<file path="src/rtl/ext_bus_pkg.sv">
// Shared definitions for the HS32 external multiplexed address/data bus.
// Used by both the bus target and the CPU-side bus master.
package ext_bus_pkg;

    typedef enum logic [2:0] {
        IDLE,
        ADDR_HI,
        DATA,
        WREQ,
        RREQ,
        RDRIVE
    } state_t;

    localparam int BLE_BIT = 15;
    localparam int HI_W    = 15;
    localparam int LO_W    = 16;

    // Byte address is {addr[31:17], addr[16:1], addr[0]}
    function automatic logic [31:0] assemble_addr(input logic [HI_W-1:0] hi,
                                                  input logic [LO_W-1:0] lo,
                                                  input logic            a0);
        return {hi, lo, a0};
    endfunction

endpackage

</file>
<file path="src/rtl/ext_bus_decode.sv">
// Combinational window compare plus byte-enable / address bit 0 derivation.
module ext_bus_decode
    import ext_bus_pkg::*;
#(
    parameter logic [31:0] BASE = 32'h0000_0000,
    parameter logic [31:0] MASK = 32'hFFFF_0000
) (
    input  logic [HI_W-1:0] i_hi,
    input  logic [LO_W-1:0] i_lo,
    input  logic            i_ble,
    input  logic            i_bhe,
    output logic            o_hit,
    output logic [1:0]      o_be,
    output logic            o_a0
);

    localparam logic [31:0] CMP_MASK = MASK & 32'hFFFF_FFFE;

    logic [31:0] w_addr;

    assign w_addr = assemble_addr(i_hi, i_lo, 1'b0);
    assign o_hit  = ((w_addr & CMP_MASK) == (BASE & CMP_MASK));
    assign o_be   = {i_bhe, i_ble};
    // A lone high-byte access addresses the odd byte
    assign o_a0   = i_bhe & ~i_ble;

endmodule

</file>
<file path="src/rtl/ext_bus_target.sv">
// HS32 external bus responder: demultiplexes address phases, decodes a window
// and turns each bus cycle into one local memory request.
module ext_bus_target
    import ext_bus_pkg::*;
#(
    parameter logic [31:0] BASE = 32'h0000_0000,
    parameter logic [31:0] MASK = 32'hFFFF_0000,
    parameter int          ERRW = 8
) (
    input  logic            clk,
    input  logic            rst_n,
    input  logic [15:0]     bus_din,
    output logic [15:0]     bus_dout,
    output logic            bus_drive,
    input  logic            ale0,
    input  logic            ale1,
    input  logic            we,
    input  logic            oe,
    input  logic            bhe,
    output logic            mem_valid,
    input  logic            mem_ready,
    output logic            mem_rw,
    output logic [31:0]     mem_addr,
    output logic [15:0]     mem_wdata,
    output logic [1:0]      mem_be,
    input  logic [15:0]     mem_rdata,
    output logic            hit,
    output logic [ERRW-1:0] err_cnt
);

    state_t            r_state, w_state_nxt;
    logic [LO_W-1:0]   r_lo, w_lo_nxt;
    logic [HI_W-1:0]   r_hi, w_hi_nxt;
    logic              r_ble, w_ble_nxt;
    logic              r_hit, w_hit_nxt;
    logic              r_missed, w_missed_nxt;
    logic              r_drive, w_drive_nxt;
    logic [15:0]       r_dout, w_dout_nxt;
    logic              r_valid, w_valid_nxt;
    logic              r_rw, w_rw_nxt;
    logic [31:0]       r_addr, w_addr_nxt;
    logic [15:0]       r_wdata, w_wdata_nxt;
    logic [1:0]        r_be, w_be_nxt;
    logic [ERRW-1:0]   r_err;
    logic              w_err_inc;

    logic              w_hit;
    logic [1:0]        w_be;
    logic              w_a0;
    logic [HI_W-1:0]   w_dec_hi;

    // The window compare needs the high phase while it is still on the bus
    assign w_dec_hi = (r_state == ADDR_HI) ? bus_din[HI_W-1:0] : r_hi;

    ext_bus_decode #(
        .BASE (BASE),
        .MASK (MASK)
    ) u_decode (
        .i_hi  (w_dec_hi),
        .i_lo  (r_lo),
        .i_ble (r_ble),
        .i_bhe (bhe),
        .o_hit (w_hit),
        .o_be  (w_be),
        .o_a0  (w_a0)
    );

    always_ff @(posedge clk or negedge rst_n) begin
        if (!rst_n) begin
            r_state  <= IDLE;
            r_lo     <= '0;
            r_hi     <= '0;
            r_ble    <= 1'b0;
            r_hit    <= 1'b0;
            r_missed <= 1'b0;
            r_drive  <= 1'b0;
            r_dout   <= '0;
            r_valid  <= 1'b0;
            r_rw     <= 1'b0;
            r_addr   <= '0;
            r_wdata  <= '0;
            r_be     <= '0;
            r_err    <= '0;
        end else begin
            r_state  <= w_state_nxt;
            r_lo     <= w_lo_nxt;
            r_hi     <= w_hi_nxt;
            r_ble    <= w_ble_nxt;
            r_hit    <= w_hit_nxt;
            r_missed <= w_missed_nxt;
            r_drive  <= w_drive_nxt;
            r_dout   <= w_dout_nxt;
            r_valid  <= w_valid_nxt;
            r_rw     <= w_rw_nxt;
            r_addr   <= w_addr_nxt;
            r_wdata  <= w_wdata_nxt;
            r_be     <= w_be_nxt;
            if (w_err_inc && (r_err != {ERRW{1'b1}})) begin
                r_err <= r_err + 1'b1;
            end
        end
    end

    always_comb begin
        w_state_nxt  = r_state;
        w_lo_nxt     = r_lo;
        w_hi_nxt     = r_hi;
        w_ble_nxt    = r_ble;
        w_hit_nxt    = r_hit;
        w_missed_nxt = r_missed;
        w_drive_nxt  = r_drive;
        w_dout_nxt   = r_dout;
        w_valid_nxt  = r_valid;
        w_rw_nxt     = r_rw;
        w_addr_nxt   = r_addr;
        w_wdata_nxt  = r_wdata;
        w_be_nxt     = r_be;
        w_err_inc    = 1'b0;

        case (r_state)
            IDLE: begin
                w_hit_nxt    = 1'b0;
                w_missed_nxt = 1'b0;
                if (ale0) begin
                    w_lo_nxt    = bus_din;
                    w_state_nxt = ADDR_HI;
                end
            end
            ADDR_HI: begin
                if (ale0) begin
                    w_lo_nxt = bus_din;
                end else if (ale1) begin
                    w_ble_nxt   = bus_din[BLE_BIT];
                    w_hi_nxt    = bus_din[HI_W-1:0];
                    w_hit_nxt   = w_hit;
                    w_state_nxt = w_hit ? DATA : IDLE;
                end
            end
            DATA: begin
                if (ale0) begin
                    w_lo_nxt    = bus_din;
                    w_hit_nxt   = 1'b0;
                    w_state_nxt = ADDR_HI;
                end else if (we) begin
                    if (r_ble || bhe) begin
                        w_wdata_nxt = bus_din;
                        w_be_nxt    = w_be;
                        w_addr_nxt  = assemble_addr(r_hi, r_lo, w_a0);
                        w_rw_nxt    = 1'b1;
                        w_valid_nxt = 1'b1;
                        w_state_nxt = WREQ;
                    end else begin
                        w_err_inc   = 1'b1;
                        w_hit_nxt   = 1'b0;
                        w_state_nxt = IDLE;
                    end
                end else if (oe) begin
                    w_rw_nxt    = 1'b0;
                    w_be_nxt    = 2'b11;
                    w_addr_nxt  = assemble_addr(r_hi, r_lo, 1'b0);
                    w_valid_nxt = 1'b1;
                    w_state_nxt = RREQ;
                end
            end
            WREQ: begin
                w_err_inc = ale0;
                if (mem_ready) begin
                    w_valid_nxt = 1'b0;
                    w_hit_nxt   = 1'b0;
                    w_state_nxt = IDLE;
                end
            end
            RREQ: begin
                // A missed deadline is counted once, the request still completes
                w_err_inc = ale0 || (!oe && !r_missed);
                if (mem_ready) begin
                    w_valid_nxt = 1'b0;
                    if (oe && !r_missed) begin
                        w_dout_nxt  = mem_rdata;
                        w_drive_nxt = 1'b1;
                        w_state_nxt = RDRIVE;
                    end else begin
                        w_hit_nxt    = 1'b0;
                        w_missed_nxt = 1'b0;
                        w_state_nxt  = IDLE;
                    end
                end else if (!oe) begin
                    w_missed_nxt = 1'b1;
                end
            end
            RDRIVE: begin
                if (we || ale0 || ale1) begin
                    w_err_inc   = 1'b1;
                    w_drive_nxt = 1'b0;
                    w_hit_nxt   = 1'b0;
                    w_state_nxt = IDLE;
                end else if (!oe) begin
                    w_drive_nxt = 1'b0;
                    w_hit_nxt   = 1'b0;
                    w_state_nxt = IDLE;
                end
            end
            default: begin
                w_state_nxt = IDLE;
            end
        endcase
    end

    // Gating with the bus strobes releases the pins in the same cycle a conflict appears
    assign bus_drive = r_drive & ~(we | ale0 | ale1);
    assign bus_dout  = r_dout;
    assign mem_valid = r_valid;
    assign mem_rw    = r_rw;
    assign mem_addr  = r_addr;
    assign mem_wdata = r_wdata;
    assign mem_be    = r_be;
    assign hit       = r_hit;
    assign err_cnt   = r_err;

endmodule

</file>
<file path="config.mk">
export PLATFORM = sky130hd
export DESIGN_NAME = ext_bus_target
export DESIGN_NICKNAME = d
export VERILOG_FILES = /design/src/rtl/ext_bus_pkg.sv /design/src/rtl/ext_bus_decode.sv /design/src/rtl/ext_bus_target.sv
export SDC_FILE = /design/constraint.sdc
export NUM_CORES = 1
export LEC_CHECK = 0
export CORE_MARGIN = 1
export CORE_UTILIZATION = 45
export DETAILED_ROUTE_END_ITERATION = 10
export GPL_ROUTABILITY_DRIVEN = 0
export PLACE_DENSITY = 0.87
export SETUP_SLACK_MARGIN = 0.5
export SYNTH_ARGS = -nofsm -noshare
export SYNTH_HDL_FRONTEND = slang
export SYNTH_SLANG_ARGS = --single-unit
export TNS_END_PERCENT = 30
</file>
<file path="constraint.sdc">
create_clock -name clk -period 1.97 [get_ports clk]
set_input_delay 0.2955 -clock clk [delete_from_list [all_inputs] [get_ports clk]]
set_output_delay 0.2955 -clock clk [all_outputs]
set_load 0.02 [all_outputs]
</file>
# [After elaboration in Yosys (flattened, before gate mapping)]
# Cells that the tools add are included.
# Widths: inputs -> output; s select.
[classes] reduce_logical=28 n_addsub=1 bitwise=7 n_eq_ne=24 mux=50
[op_table] cell="$mux 32" count=3
[op_table] cell="$mux 3" count=11
[op_table] cell="$logic_not 32->1" count=1
[op_table] cell="$mux 1" count=24
[op_table] cell="$ne 3x3->1 const B" count=7
[op_table] cell="$pmux 3 s6" count=1
[op_table] cell="$ne 2x2->1 const B" count=8
[op_table] cell="$mux 15" count=1
[op_table] cell="$reduce_and 4->1" count=3
[op_table] cell="$mux 2" count=5
[op_table] cell="$reduce_and 3->1" count=3
[op_table] cell="$reduce_and 9->1" count=1
[op_table] cell="$add 8x1->8 const B" count=1
[op_table] cell="$ne 8x8->1 const B" count=1
[op_table] cell="$reduce_bool 2->1" count=4
[op_table] cell="$reduce_and 7->1" count=1
[op_table] cell="$eq 3x2->1 const B" count=2
[op_table] cell="$eq 3x3->1 const B" count=2
[op_table] cell="$pmux 1 s2" count=3
[op_table] cell="$pmux 1 s6" count=1
[op_table] cell="$reduce_bool 6->1" count=1
[op_table] cell="$reduce_and 5->1" count=1
[op_table] cell="$logic_or 1x1->1" count=4
[op_table] cell="$ne 2x1->1 const B" count=2
[op_table] cell="12 further kinds" count=19
[word_totals] ff_bits=114 in_bits=40 out_inout_bits=78 elab_cells=124

# [Depth between registers and ports, before layout]
# Gate-level depths: netlist of the first run.
[depth] depth_word=7 ltp_mapped=7 mapped_depth_nobuf=6

# [Modules after synthesis]
# A second synthesis of the first run with hierarchy kept.
[hier_totals] cells_unflattened=331 area_unflattened_um2=4802.1
[modules_own_cells] mod="ext_bus_target" cells_each=323 n_inst=1 seq_area_each_um2=2852.7 area_each_um2=4747.1
[modules_own_cells] mod="ext_bus_decode" cells_each=8 n_inst=1 seq_area_each_um2=0.0 area_each_um2=55.1

# [Worst setup path before layout of the first run]
# OpenSTA, ideal clock, no wires.
[synth_path] kind="register to register" start="reg r_state[0]" end="reg r_err[1] (netlist: err_cnt[1])" required_time_ns=1.845 setup_time_ns=0.125 path_stages_with_launch=6 synth_period_minus_slack_ns=1.803 path_buffers=1 setup_slack_ns=0.167 t_arrival_ns=1.678 path_cell_list="dfrtp_1 > buf_6 > and4b_1 > a31o_1 > o41a_1 > mux2_4"
[synth_between] elab_chain_cells=3 word_cells_on_any_way=6 cone_classes="4 x eq/ne; 1 x mux; 1 x reduce/logical"
[synth_rtl] item="start: declaration" line="ext_bus_target.sv:31" source="state_t r_state, w_state_nxt;"
[synth_rtl] item="start signal: assignment" line="ext_bus_target.sv:85" source="r_state <= w_state_nxt;"
[synth_rtl] item="$eq 3x3->1 / $eq 3x2->1 (equally long branches)" line="ext_bus_target.sv:120" source="case (r_state)"
[synth_rtl] item="$pmux 1 s4 (*)" line="ext_bus_target.sv:120"
[synth_rtl] item="$logic_and 1x1->1 (*)" line="ext_bus_target.sv:98" source="if (w_err_inc && (r_err != {ERRW{1'b1}})) begin"
[synth_rtl] item="end signal: assignment" line="ext_bus_target.sv:99" source="r_err <= r_err + 1'b1;"
[synth_rtl] item="end: declaration" line="ext_bus_target.sv:44" source="logic [ERRW-1:0] r_err;"
# Every way passes the cells marked *; elsewhere a longest branch is shown, timed or not.
# A chain may end at the register's enable or synchronous reset.

# [Worst setup path in the final report of the first run]
[layout_path] start="reg r_state[2]" end="reg r_err[4] (netlist: err_cnt[4])"
# Same word-level chain as after synthesis.

==> summary by stage, run 1 <==
Drt
The final wirelength is 10.9 mm. The count of unresolved DRC violations after routing is 0. The residual antenna-violating net count after detailed routing is 0. The via density per instance is 5.23. The first routing iteration left 122 violations. The detailed-route wire length per cell is 17.7 um.

The pre-antenna-repair detailed-routing pass consisted of 4 iterations. Across all layers, the routed design uses 3222 vias.

Place
Once placement completed, the tool counted placed cells totaling 574. The port buffer count is 117. The final HPWL from detailed placement is 7.19 mm.

Power and ir drop
The net switching fraction of the power is 24.7%. The worst vdd rail ir drop is 0.000619 V. Combinational logic is responsible for 10.5% of the overall power. The internal portion of the total power is 4.79 mW. Dividing total power by cell area gives a power density of 925 nW/um^2. The sequential share of power is 43.1%. For this design the static power due to leakage is 4.00 nW. The portion of total power attributed to the clock network is 46.4%.

The power dissipated by switching net loads is 1.57 mW.

Synth
Synthesis inferred 114 register bits. The cell area after technology mapping is 4570 um^2. The leading cell type by number of instances after synthesis is sky130_fd_sc_hd__dfrtp_1. The synthesized design contains 0 enable-type register cells. The total nets after synthesis is 356. The number of library cell types mapped by synthesis is 35. Yosys printed 0 warnings. By count the netlist is led by sky130_fd_sc_hd__dfrtp_1 (114), sky130_fd_sc_hd__mux2_2 (101), sky130_fd_sc_hd__nand2_1 (13), sky130_fd_sc_hd__nor2_1 (8), sky130_fd_sc_hd__nand3_1 (7).

The cell taking the most area after synthesis is sky130_fd_sc_hd__dfrtp_1. After technology mapping, the gate count stands at 315. By area the synthesized netlist is led by sky130_fd_sc_hd__dfrtp_1 (62%), sky130_fd_sc_hd__mux2_2 (25%), sky130_fd_sc_hd__nand2_1 (1.1%). After synthesis, the mean cell area works out to 14.5 um^2.

The share of the Yosys chip area taken by registers is 62.4%. The most used flip-flop cell after synthesis is sky130_fd_sc_hd__dfrtp_1. The area share of the leading cell type in the synthesized netlist is 62.4%. The proportion of register bits with asynchronous set or reset after synthesis is 100%.

Clock network
TritonCTS built the clock tree. For the worst-skew pair, the clock arrives at the later sink with an insertion delay of 0.51 ns. For this design, the sink count on the clock tree is 114. The maximum number of buffers from clock root to sink is 2. The number of CTS-inserted buffers is 17. Clock-pin slew was measured on the worst setup and hold paths at 0.06 ns. The cell at the root of the clock tree is sky130_fd_sc_hd__clkbuf_8. The CTS H-tree depth is 4.

Timing
The total negative slack for setup checks is 0 ns. The pin slew with the least headroom to its limit is 0.561 ns. Counting I/O delays and the setup requirement, the final critical path takes 1.77 ns. The number of hold violations in the final report is 0. The max-slew violation total from the final report is 0. The worst slew margin relative to its limit is 62.6%. The setup-violating endpoint count in the final report is 0.

Static timing analysis puts the maximum clock frequency at 564 MHz. Setup repair after global routing could not meet its margin everywhere. The worst path uses 90.1% of the clock period. The setup skew after layout is 0.00747 ns.

Worst setup path
The number of gates on the worst path with buffers counted is 7. At the worst endpoint, the required time is 2.40 ns. The kind of cell with the highest combined delay along the critical path is flip-flops. Along the worst path, the maximum fanout reaches 7. The most numerous cell on the critical path is sky130_fd_sc_hd__buf_6.

Walking the worst path, the cells encountered are buf_6 > nand3b_1 > nor2_4 > o41a_1 > buf_6 > nand4_1 > xnor2_1. On the critical path, the stage with the largest delay is an instance of sky130_fd_sc_hd__dfrtp_2. The depth of the most critical reg-to-reg path is 7. The signal arrival time at the worst endpoint is 2.20 ns. The worst setup path is launched from a flip-flop. STA classifies the critical path endpoint as a flip-flop.

The number of buffers and inverters on the critical path is 2. On the worst path, the slowest cell contributes a delay of 0.46 ns. The worst setup path is of the flip-flop to flip-flop kind.

Floorplanning
In this run the horizontal extent of the chip is 103 um. The floorplan has 36 rows. The effective utilization at floorplan is 46.6%. During I/O placement, the number of pins put on the boundary was 118. The region available for standard cell placement spans 9820 um^2.

The floorplan step defined a die boundary enclosing 10600 um^2. In this run the vertical extent of the chip is 103 um.

Flow run
The number of maximum-capacitance constraint violations is 0.

Global routing
Entering global routing, the biggest net connects 43 pins. Global routing used 21.4% of the available tracks across all layers. The number of global-route vias before repair is 3328. The wire length of the first global-routing pass is 16.5 mm. The number of antenna violations at the first check in global routing came to 0. The total overflow left after global routing is 0.

Layout
Compared with the post-synthesis result, the final layout area differs by 50.5%. The final standard cell count with taps included and fillers excluded is 616. The repair_antennas step left the layout with diodes totalling 0. The layout cell share with drive strength beyond 1 is 45.1%. The total number of nets in the final design is 511.

Min path
The number of cells on the worst hold path is 4. In this run the worst hold path is classified as input port to flip-flop.

Run status
The run finished with clean final reports.
-- sequential cells by signal, indices dropped and copies added (netlist names) --
signal / flops
mem_addr: 32
bus_dout: 16
mem_wdata: 16
r_lo: 16
r_hi: 15
err_cnt: 8
r_state: 3
mem_be: 2
hit: 1
mem_rw: 1
mem_valid: 1
r_ble: 1
r_drive: 1
r_missed: 1
-- metrics by stage --
stage                     util (%)  setup slack [ns]  total power, mW  hold slack (ns)  cell area [um^2]
after global routing          70.1             0.135             6.59            0.320              6880
after detailed placement      62.0            -0.289             3.39            0.320              6080
final                         70.1             0.196             6.37            0.318              6880
after global placement        62.0            -0.228             3.33            0.316              6080
after CTS                     67.6             0.178             6.37            0.340              6640
after floorplan                  -             0.259             3.07       -0.0000911              4600
-- final cells by class --
type	instances	area, um^2
Tap cell	133	166
Multi-Input combinational cell	184	1760
Clock inverter	14	153
Sequential cell	114	2860
Fill cell	692	2940
Inverter	4	15.0
Clock buffer	18	428
Timing Repair Buffer	149	1500
-- power groups by stage --
stage | clock network [mW] | registers, mW | logic [mW]
2_1_floorplan | 0 | 2.68 | 0.386
3_3_place_gp | 0 | 2.72 | 0.609
3_5_place_dp | 0 | 2.75 | 0.641
4_1_cts | 3.01 | 2.71 | 0.655
5_1_grt | 3.10 | 2.76 | 0.723
6_report | 2.96 | 2.74 | 0.670
-- worst register-to-register path, stage by stage, from the launching register on --
cell                       delay, ns
sky130_fd_sc_hd__dfrtp_2        0.46
sky130_fd_sc_hd__buf_6          0.16
sky130_fd_sc_hd__nand3b_1       0.17
sky130_fd_sc_hd__nor2_4         0.08
sky130_fd_sc_hd__o41a_1         0.44
sky130_fd_sc_hd__buf_6          0.16
sky130_fd_sc_hd__nand4_1        0.10
sky130_fd_sc_hd__xnor2_1        0.12
-- routing by layer --
metal / global-route usage [%] / vias up / wire length [um]
li1: - / 1434 / -
met1: 24.4 / 1642 / 4200
met2: 37.5 / 120 / 5870
met3: 6.58 / 26 / 613
met4: 8.56 / 0 / 227
met5: 0 / - / 0
-- timing repair --
action                                  4_1_cts  5_1_grt
setup buffers                                 5        4
hold endpoints to repair                     38        0
hold buffers                                  1        0
endpoints found under the setup margin      190      170
pin swaps                                     2        9
resized for setup                           104       72
-- kinds of logic after synthesis --
kind of cell / Yosys count / synth area share (%)
compound gates: 19 / 2.68
xor+xnor: 5 / 0.957
fa+ha+maj: 1 / 0.273
buf+inv: 17 / 1.94
flops: 114 / 62.4
mux: 102 / 25.2
simple gates: 57 / 6.59
-- layout by cell type, fill, tap and decap left out, types with 2 or more instances in the layout --
cell type,synthesis,final
sky130_fd_sc_hd__a21oi_1,4,4
sky130_fd_sc_hd__and2_4,0,2
sky130_fd_sc_hd__buf_12,0,5
sky130_fd_sc_hd__buf_2,5,20
sky130_fd_sc_hd__buf_4,3,25
sky130_fd_sc_hd__buf_6,1,3
sky130_fd_sc_hd__bufinv_16,0,2
sky130_fd_sc_hd__clkbuf_16,0,16
sky130_fd_sc_hd__clkbuf_8,0,2
sky130_fd_sc_hd__clkdlybuf4s15_2,0,4
sky130_fd_sc_hd__clkdlybuf4s50_1,0,43
sky130_fd_sc_hd__clkinv_2,0,2
sky130_fd_sc_hd__clkinv_4,0,2
sky130_fd_sc_hd__clkinvlp_4,0,4
sky130_fd_sc_hd__dfrtp_1,114,108
sky130_fd_sc_hd__dfrtp_2,0,6
sky130_fd_sc_hd__dlygate4sd2_1,0,2
sky130_fd_sc_hd__dlymetal6s2s_1,0,46
sky130_fd_sc_hd__inv_1,4,4
sky130_fd_sc_hd__inv_6,0,4
sky130_fd_sc_hd__mux2_2,101,101
sky130_fd_sc_hd__nand2_1,13,11
sky130_fd_sc_hd__nand2_2,0,2
sky130_fd_sc_hd__nand2b_1,4,3
sky130_fd_sc_hd__nand3_1,7,7
sky130_fd_sc_hd__nand3b_1,2,2
sky130_fd_sc_hd__nand4_1,2,2
sky130_fd_sc_hd__nor2_1,8,6
sky130_fd_sc_hd__nor2_4,0,2
sky130_fd_sc_hd__nor3_2,0,3
sky130_fd_sc_hd__nor3b_2,0,2
sky130_fd_sc_hd__nor4_1,5,4
sky130_fd_sc_hd__o21ai_0,6,6
sky130_fd_sc_hd__o22a_1,2,2
sky130_fd_sc_hd__o22ai_1,2,2
sky130_fd_sc_hd__xnor2_1,4,3
-- final timing paths --
| path | from | endpoint | slack, ns |
|---|---|---|---|
| setup / recovery | r_state[2]$_DFFE_PN0P_ | err_cnt[4]$_DFFE_PN0P_ | 0.20 |
| hold / removal | ale1 | r_drive$_DFFE_PN0P_ | 0.32 |
| setup reg to reg | r_state[2]$_DFFE_PN0P_ | err_cnt[4]$_DFFE_PN0P_ | 0.20 |
| hold reg to reg | mem_be[0]$_DFFE_PN0P_ | mem_be[0]$_DFFE_PN0P_ | 0.50 |
| max in group asynchronous | rst_n | r_state[2]$_DFFE_PN0P_ | 1.02 |
| min in group asynchronous | rst_n | mem_addr[21]$_DFFE_PN0P_ | 0.34 |
(Power assumes the default switching activity.)
==> run 2, diff against run 1 <==
--- a/config.mk
+++ b/config.mk
@@ -8,10 +8,12 @@
 export CORE_MARGIN = 1
 export CORE_UTILIZATION = 45
 export DETAILED_ROUTE_END_ITERATION = 10
+export DONT_BUFFER_PORTS = 1
 export GPL_ROUTABILITY_DRIVEN = 0
-export PLACE_DENSITY = 0.87
+export PLACE_DENSITY = 0.72
 export SETUP_SLACK_MARGIN = 0.5
 export SYNTH_ARGS = -nofsm -noshare
 export SYNTH_HDL_FRONTEND = slang
+export SYNTH_HIERARCHICAL = 1
 export SYNTH_SLANG_ARGS = --single-unit
 export TNS_END_PERCENT = 30
==> summary by stage, run 2 <==
Run status
The run finished, with violations left. The final reports fail on negative hold slack, negative setup slack.

Clock network
Clock-pin slew was measured on the worst setup and hold paths at 0.06 ns. The maximum number of buffers from clock root to sink is 2. The post-cts hold buffer count is 36.

TritonCTS built the clock tree. The insertion delay to the later sink of the worst-skew pair is 0.51 ns. CTS built an H-tree with a depth of 4. The number of sinks driven by the clock tree is 114. Clock tree synthesis selected as its root buffer the cell sky130_fd_sc_hd__clkbuf_8.

The number of CTS-inserted buffers is 17.

Layout
For this run, the number of standard cells in the final layout without fillers is 559. The net count of the finished layout is 451. After filler insertion, the fill cell instance count of the layout stands at 718. The utilization after layout is 62.7%. The register with the most flip-flops in the layout has 32 of them.

The layout cell share with drive strength beyond 1 is 47.5%. Relative to the synthesized area, the layout overhead comes to 34.7%. Leaving out fill and tap cells, the most frequent cell in the layout is sky130_fd_sc_hd__dfrtp_1. 0 antenna diodes ended up in the layout. The library cells used most frequently in the layout, excluding fill and tap cells, are sky130_fd_sc_hd__dfrtp_1 (114), sky130_fd_sc_hd__mux2_2 (96), sky130_fd_sc_hd__dlygate4sd3_1 (36), sky130_fd_sc_hd__buf_4 (23).

Timing
The worst path in the final design needs a cycle of 2.21 ns, including I/O delays and setup. After layout, the worst path uses 112% of the clock period. The setup-violating endpoint count in the final report is 60. The smallest setup slack after layout is -0.237 ns. Hold timing on the final database bottoms out at a slack of -0.517 ns. The clock arrives with 0.0138 ns of skew.

In this run the tightest slew margin relative to its limit is 69.8%. The number of hold violations in the final report is 114. The max-slew violation total from the final report is 0. The pin slew with the least headroom to its limit is 0.448 ns. Timing would allow up to 453 MHz. Setup repair after global routing could not meet its margin everywhere.

Place
The final HPWL from detailed placement is 6.57 mm. The placed cell count is 479. The port buffer count is 0. The post-place setup slack is -0.192 ns.

Global routing
Entering global routing, the biggest net connects 115 pins. The leftover overflow at the end of global routing is 0. The number of global-route vias before repair was 3350. The wire length of the first global-routing pass is 18.1 mm. The number of antenna violations at the first check in global routing is 1. For this run, the total global-route usage over all layers was measured as 21.9%.

Drt
The via count of the routed design is 3070. The count of unresolved DRC violations after routing is 0. The detail route stage leaves a number of antenna-violating nets equal to 0. The detailed-route wire length per cell is 21.0 um. For this block, the routed nets add up to 11.8 mm of wire. Dividing the detail-routed via count by the number of cells gives 5.49. The detailed-routing iteration count for the pre-antenna-repair pass is 4. The number of DRC markers after the initial detailed-route iteration is 207.

Floorplanning
The die footprint is 11100 um^2. The die is 105 um tall. The number of core rows is 37. The floorplan step defined a core boundary enclosing 10300 um^2. The initial utilization of the core area, before any placement, comes to 46.5%. In this run the count of I/O pins placed on the die edge is 118.

The horizontal die dimension is 105 um.

Worst setup path
STA puts the critical path data required time at 2.41 ns. The worst setup path is launched from a flip-flop. STA classifies the critical path endpoint as a flip-flop.

The maximum fanout along the worst path is 6. The most numerous cell type found on the critical path is sky130_fd_sc_hd__mux2_4. The signal on the critical path passes through nor2b_4 > and2_4 > buf_12 > buf_4 > mux2_4 > nor4_1 > and4_1 > and3_4 > or2_4 > mux2_4. The slowest stage cell on the critical path is sky130_fd_sc_hd__dfrtp_1.

In this design, the stage delay of the slowest critical-path cell is 0.38 ns. The signal arrival time at the worst endpoint is 2.65 ns. The worst setup path is of the flip-flop to flip-flop kind.

Power and ir drop
The cell-internal power is 5.87 mW. For this design the static power due to leakage is 3.06 nW. Power spread over the standard cell area amounts to 1210 nW/um^2. The power dissipated by switching net loads is 1.99 mW. The fraction of power consumed by combinational cells is 18.8%. Net switching is 25.3% of the power. The sequential share of power is 39.0%.

The portion of total power attributed to the clock network is 42.2%. The worst vdd rail ir drop is 0.000715 V.

Min path
The min-delay analysis places its worst path in the category input port to async pin.

Synth
The register bit total from synthesis is 114. In this run, distinct cell masters in the synthesized netlist total 45. The warning count from the yosys run is 6. The average instance in the mapped netlist occupies 14.5 um^2.

The synthesized netlist occupies a cell area of 4800 um^2. The leading cell type by number of instances after synthesis is sky130_fd_sc_hd__dfrtp_1. By area the synthesized netlist is led by sky130_fd_sc_hd__dfrtp_1 (59%), sky130_fd_sc_hd__mux2_2 (26%), sky130_fd_sc_hd__buf_2 (0.94%). Yosys mapped a number of flops with a built-in enable equal to 0. When the netlist entered floorplanning its net count stood at 372. After synthesis, the share of flip-flops with an asynchronous set or reset is 100%. The number of instances in the synthesized netlist is 331. After synthesis, the most frequently instantiated cells are sky130_fd_sc_hd__dfrtp_1 (114), sky130_fd_sc_hd__mux2_2 (112), sky130_fd_sc_hd__nand2_1 (11), sky130_fd_sc_hd__buf_2 (9), sky130_fd_sc_hd__nor2_1 (7). The area share of the leading cell type in the synthesized netlist is 59.4%. Summed over all instances, the cell type with the most area after synthesis is sky130_fd_sc_hd__dfrtp_1.

Among all flip-flop cells after synthesis, the most frequent one is sky130_fd_sc_hd__dfrtp_1. Sequential cells were found to cover 59.4% of the synthesized design area.

Flow run
The number of maximum-capacitance constraint violations is 0.
==> run 2: cell count changes in the layout (fill, tap and decap cells not counted), moves of 16 or more <==
cell | previous run | this run
sky130_fd_sc_hd__buf_2 | 20 | 1
sky130_fd_sc_hd__clkdlybuf4s50_1 | 43 | 0
sky130_fd_sc_hd__dlygate4sd3_1 | 1 | 36
sky130_fd_sc_hd__dlymetal6s2s_1 | 46 | 0
sky130_fd_sc_hd__mux2_4 | 1 | 17
==> run 2: cell families after synthesis <==
| logic type | share of synthesized area [%] |
|---|---|
| AOI/OAI and AO/OA | 3.57 |
| muxes | 27.2 |
| xor gates and xnor gates | 0.912 |
| DFF | 59.4 |
| and+or+nand+nor | 6.80 |
| adders and majority gates | 0.261 |
| buffers and inverters | 1.88 |
==> run 2: worst paths after layout <==
| kind | from | to | slack (ns) | cells past startpoint |
|---|---|---|---|---|
| max | r_state[0]$_DFFE_PN0P_ | r_state[1]$_DFFE_PN0P_ | -0.24 | 10 |
| max in group asynchronous | rst_n | bus_dout[10]$_DFFE_PN0P_ | 2.29 | 0 |
| min reg2reg | r_lo[12]$_DFFE_PN0P_ | mem_addr[13]$_DFFE_PN0P_ | 0.50 | 1 |
| min | rst_n | err_cnt[0]$_DFFE_PN0P_ | -0.52 | 0 |
| max reg2reg | r_state[0]$_DFFE_PN0P_ | r_state[1]$_DFFE_PN0P_ | -0.24 | 10 |
| min in group clk | oe | r_missed$_DFFE_PN0P_ | 0.03 | 2 |
==> run 2: routing by layer <==
metal  wire length (um)  global-route usage (%)
met5                 13                       0
met4                192                    9.15
met3                904                    9.40
met2               6020                    35.4
met1               4630                    25.5
==> run 2: area by class of cell <==
cell class	count	area [um^2]	area share, %
clock buffers	23	467	7.21
clock inverters	9	176	2.73
inverters	3	11.3	0.174
multi-input cells	200	2030	31.3
flip-flops and latches	114	2850	44.1
well taps	136	170	2.63
repair buffers	74	764	11.8
==> run 2: critical path: cells and delay by family, from the launching register on <==
kind / cells / cell delay [ns]
buffers and inverters: 2 / 0.23
AND/OR/NAND/NOR: 6 / 1.12
flip-flops: 1 / 0.38
multiplexers: 2 / 0.42
==> run 2: power by group through the flow <==
stage	registers [mW]	clock network (mW)	logic, mW
final	3.06	3.31	1.47
after global routing	3.10	3.49	1.58
after CTS	3.04	3.35	1.33
after detailed placement	3.08	0	1.20
after global placement	3.07	0	1.17
after floorplan	3.03	0	0.920
==> run 2: through the flow <==
stage | TNS [ns] | power [mW] | instance area, um^2 | hold WS (ns)
2_1_floorplan | -0.110 | 3.95 | 4910 | -0.0000911
3_3_place_gp | -2.75 | 4.23 | 5220 | 0.00519
3_5_place_dp | -5.27 | 4.28 | 5220 | 0.00500
4_1_cts | -2.62 | 7.73 | 6270 | -0.541
5_1_grt | -6.98 | 8.17 | 6470 | -0.550
6_report | -5.10 | 7.85 | 6470 | -0.517
==> run 2: what timing repair did <==
action	CTS	global route
pin swaps	4	11
setup endpoints to repair	113	113
gates cloned	1	2
hold endpoints to repair	182	114
buffers inserted	0	9
gates resized for setup	8	26
==> run 3, diff against run 2 <==
--- a/config.mk
+++ b/config.mk
@@ -6,11 +6,11 @@
 export NUM_CORES = 1
 export LEC_CHECK = 0
 export CORE_MARGIN = 1
-export CORE_UTILIZATION = 45
+export CORE_UTILIZATION = 55
 export DETAILED_ROUTE_END_ITERATION = 10
 export DONT_BUFFER_PORTS = 1
 export GPL_ROUTABILITY_DRIVEN = 0
-export PLACE_DENSITY = 0.72
+export PLACE_DENSITY = 0.82
 export SETUP_SLACK_MARGIN = 0.5
 export SYNTH_ARGS = -nofsm -noshare
 export SYNTH_HDL_FRONTEND = slang
==> constraint.sdc (replaced) <==
create_clock -name clk -period 1.97 [get_ports clk]
set_input_delay 0.2955 -clock clk [delete_from_list [all_inputs] [get_ports clk]]
set_output_delay 0.2955 -clock clk [all_outputs]
set_load 0.1 [all_outputs]
==> summary by stage, run 3 (synthesized netlist as in run 2, its figures left out) <==
Timing
The smallest setup slack after layout is -0.272 ns. The shortest clock period the worst path allows after layout is 2.24 ns. The final period utilization is 114%. For the final database, setup skew stands at 0.0124 ns. Setup repair after global routing could not meet its margin everywhere. The worst hold margin is -0.519 ns. The pin slew with the least headroom to its limit is 0.975 ns. Derived from the worst setup path, the maximum achievable clock frequency is 446 MHz. The max-slew violation total from the final report is 0.

The number of hold violations in the final report was 114. The setup-violating endpoint count in the final report is 78. The worst slew margin relative to its limit is 35.0%. After routing, the total negative slack on setup checks comes to -12.69 ns.

Floorplanning
The effective utilization at floorplan is 57.6%. The core area is 8340 um^2. The floorplan step set the die width to 95.4 um.

The floorplan step defined a die boundary enclosing 9110 um^2. The number of core rows is 33. The vertical extent of the die is 95.4 um. For this design the top-level I/O count stands at 118.

Run status
The run finished, with violations left. The final reports fail on negative hold slack, negative setup slack.

Global routing
The number of antenna violations at the first check in global routing is 0. The wire length of the first global-routing pass is 21.1 mm. Entering global routing, the biggest net connects 115 pins. Across every metal layer, demand over resource in global routing totals 32.6%. The leftover overflow at the end of global routing is 0.

The number of global-route vias before repair came to 3684.

Clock network
In this run the clock root is driven by a sky130_fd_sc_hd__clkbuf_8. The number of CTS-inserted buffers is 17. The later pin in the worst-skew pair is clocked with a latency of 0.52 ns. Clock-pin slew was measured on the worst setup and hold paths at 0.07 ns. The number of sinks driven by the clock tree is 114.

No sink is reached through more buffers than the 2 on the longest clock path. The CTS H-tree depth is 4. In this run, post-CTS hold repair placed 36 buffers. The clock tree from TritonCTS is built.

Drt
In the final routed layout, each cell accounts on average for 26.7 um. The detailed-routing iteration count for the pre-antenna-repair pass is 5. Across all layers, the routed design uses 3410 vias. Once detail routing completed, the nets flagged for antenna violations numbered 0.

The final wirelength is 14.6 mm. The via density per instance is 6.22. In the routed design, unresolved DRC markers number 0. The detailed router finished its first iteration with 228 violations.

Power and ir drop
The worst-case IR drop observed on VDD is 0.000937 V. Overall power consumption after layout is estimated at 9.02 mW. Summed over all cells, the static leakage comes to 3.38 nW. The power density over the cells is 1250 nW/um^2.

Worst setup path
The signal arrival time at the worst endpoint is 2.64 ns. The worst setup path is captured at a flip-flop. The maximum fanout along the worst path is 5. The kind of start point of the critical path is a flip-flop. Measured in cells, the most critical reg-to-reg path has a length of 9. By startpoint and endpoint, the worst setup path is classified as flip-flop to flip-flop. STA puts the critical path data required time at 2.36 ns.

Layout
Relative to the synthesized area, the layout overhead comes to 49.7%. At the end of the flow, the number of nets in the layout was 472. The top cell types in the final layout, fill and taps aside, are sky130_fd_sc_hd__dfrtp_1 (69), sky130_fd_sc_hd__mux2_4 (60), sky130_fd_sc_hd__mux2_2 (55), sky130_fd_sc_hd__dfrtp_4 (39), sky130_fd_sc_hd__dlygate4sd3_1 (36). The antenna cell count is 0.

Cells fill 86.2% of the core in the end. The post-layout instance area is 7190 um^2. The most common library cell in the layout ignoring fill and taps is sky130_fd_sc_hd__dfrtp_1. The register with the most flip-flops in the layout has 32 of them. Of the cells placed in the final design, the portion with a size suffix greater than 1 is 62.5%.

Place
The post-place setup slack is -0.190 ns. Summing all placed instances gives a cell area of 5260 um^2. The port buffer count is 0. After legalization and detailed placement, the total HPWL measured 6.69 mm.

Min path
The class of the tightest hold or removal check is input port to async pin.

Flow run
The tool flagged a number of max-cap violations equal to 0.
run 3: worst paths after layout:
path                                        start  slack (ns)                  endpoint
max reg2reg                r_state[1]$_DFFE_PN0P_       -0.27  mem_addr[28]$_DFFE_PN0P_
min in group clk                        mem_ready        0.07      r_missed$_DFFE_PN0P_
max in group asynchronous                   rst_n        2.24  mem_addr[14]$_DFFE_PN0P_
min reg2reg                err_cnt[3]$_DFFE_PN0P_        0.50    err_cnt[3]$_DFFE_PN0P_
min                                         rst_n       -0.52       r_lo[2]$_DFFE_PN0P_
max                        r_state[1]$_DFFE_PN0P_       -0.27  mem_addr[28]$_DFFE_PN0P_
run 3: layer usage:
| layer | share of wire [%] | GRT usage (%) | vias up |
|---|---|---|---|
| li1 | - | - | 1404 |
| met1 | 39 | 37.7 | 1791 |
| met2 | 52 | 55.1 | 165 |
| met3 | 5.7 | 7.66 | 50 |
| met4 | 4.1 | 19.4 | 0 |
| met5 | 0 | 0 | - |
run 3: where the power goes:
part           switching [mW]  internal [mW]  leakage, nW
sequential              0.898           2.73         1.42
combinational           0.951           1.12         1.65
clock                    1.08           2.24        0.301
total                    2.93           6.09         3.38
run 3: layout make-up:
type,count,area (um^2)
clock buffers,22,453
flip-flops and latches,114,3010
multi-input cells,200,2260
well taps,105,131
fillers,341,1150
repair buffers,95,1140
clock inverters,9,179
inverters,3,11.3
run 3: worst max-delay path, stage by stage (launching register included):
cell	delay, ns
sky130_fd_sc_hd__dfrtp_1	0.43
sky130_fd_sc_hd__buf_4	0.14
sky130_fd_sc_hd__buf_6	0.09
sky130_fd_sc_hd__or4b_4	0.49
sky130_fd_sc_hd__buf_6	0.15
sky130_fd_sc_hd__nor2b_4	0.14
sky130_fd_sc_hd__o21ai_4	0.12
sky130_fd_sc_hd__buf_4	0.16
sky130_fd_sc_hd__buf_12	0.13
sky130_fd_sc_hd__mux2_2	0.29
run 3: stage by stage:
| stage | std cells | hold WS [ns] |
|---|---|---|
| 6_report | 548 | -0.519 |
| 5_1_grt | 548 | -0.543 |
| 4_1_cts | 542 | -0.539 |
| 3_5_place_dp | 457 | 0.00233 |
| 3_3_place_gp | 457 | 0.00267 |
| 2_1_floorplan | 331 | -0.0000911 |
run 3: repair_timing:
action,CTS,global route
buffers inserted,12,6
endpoints found under the setup margin,186,154
pin swaps,16,10
endpoints found under the hold margin,183,114
resized for setup,150,51
cloned,6,0
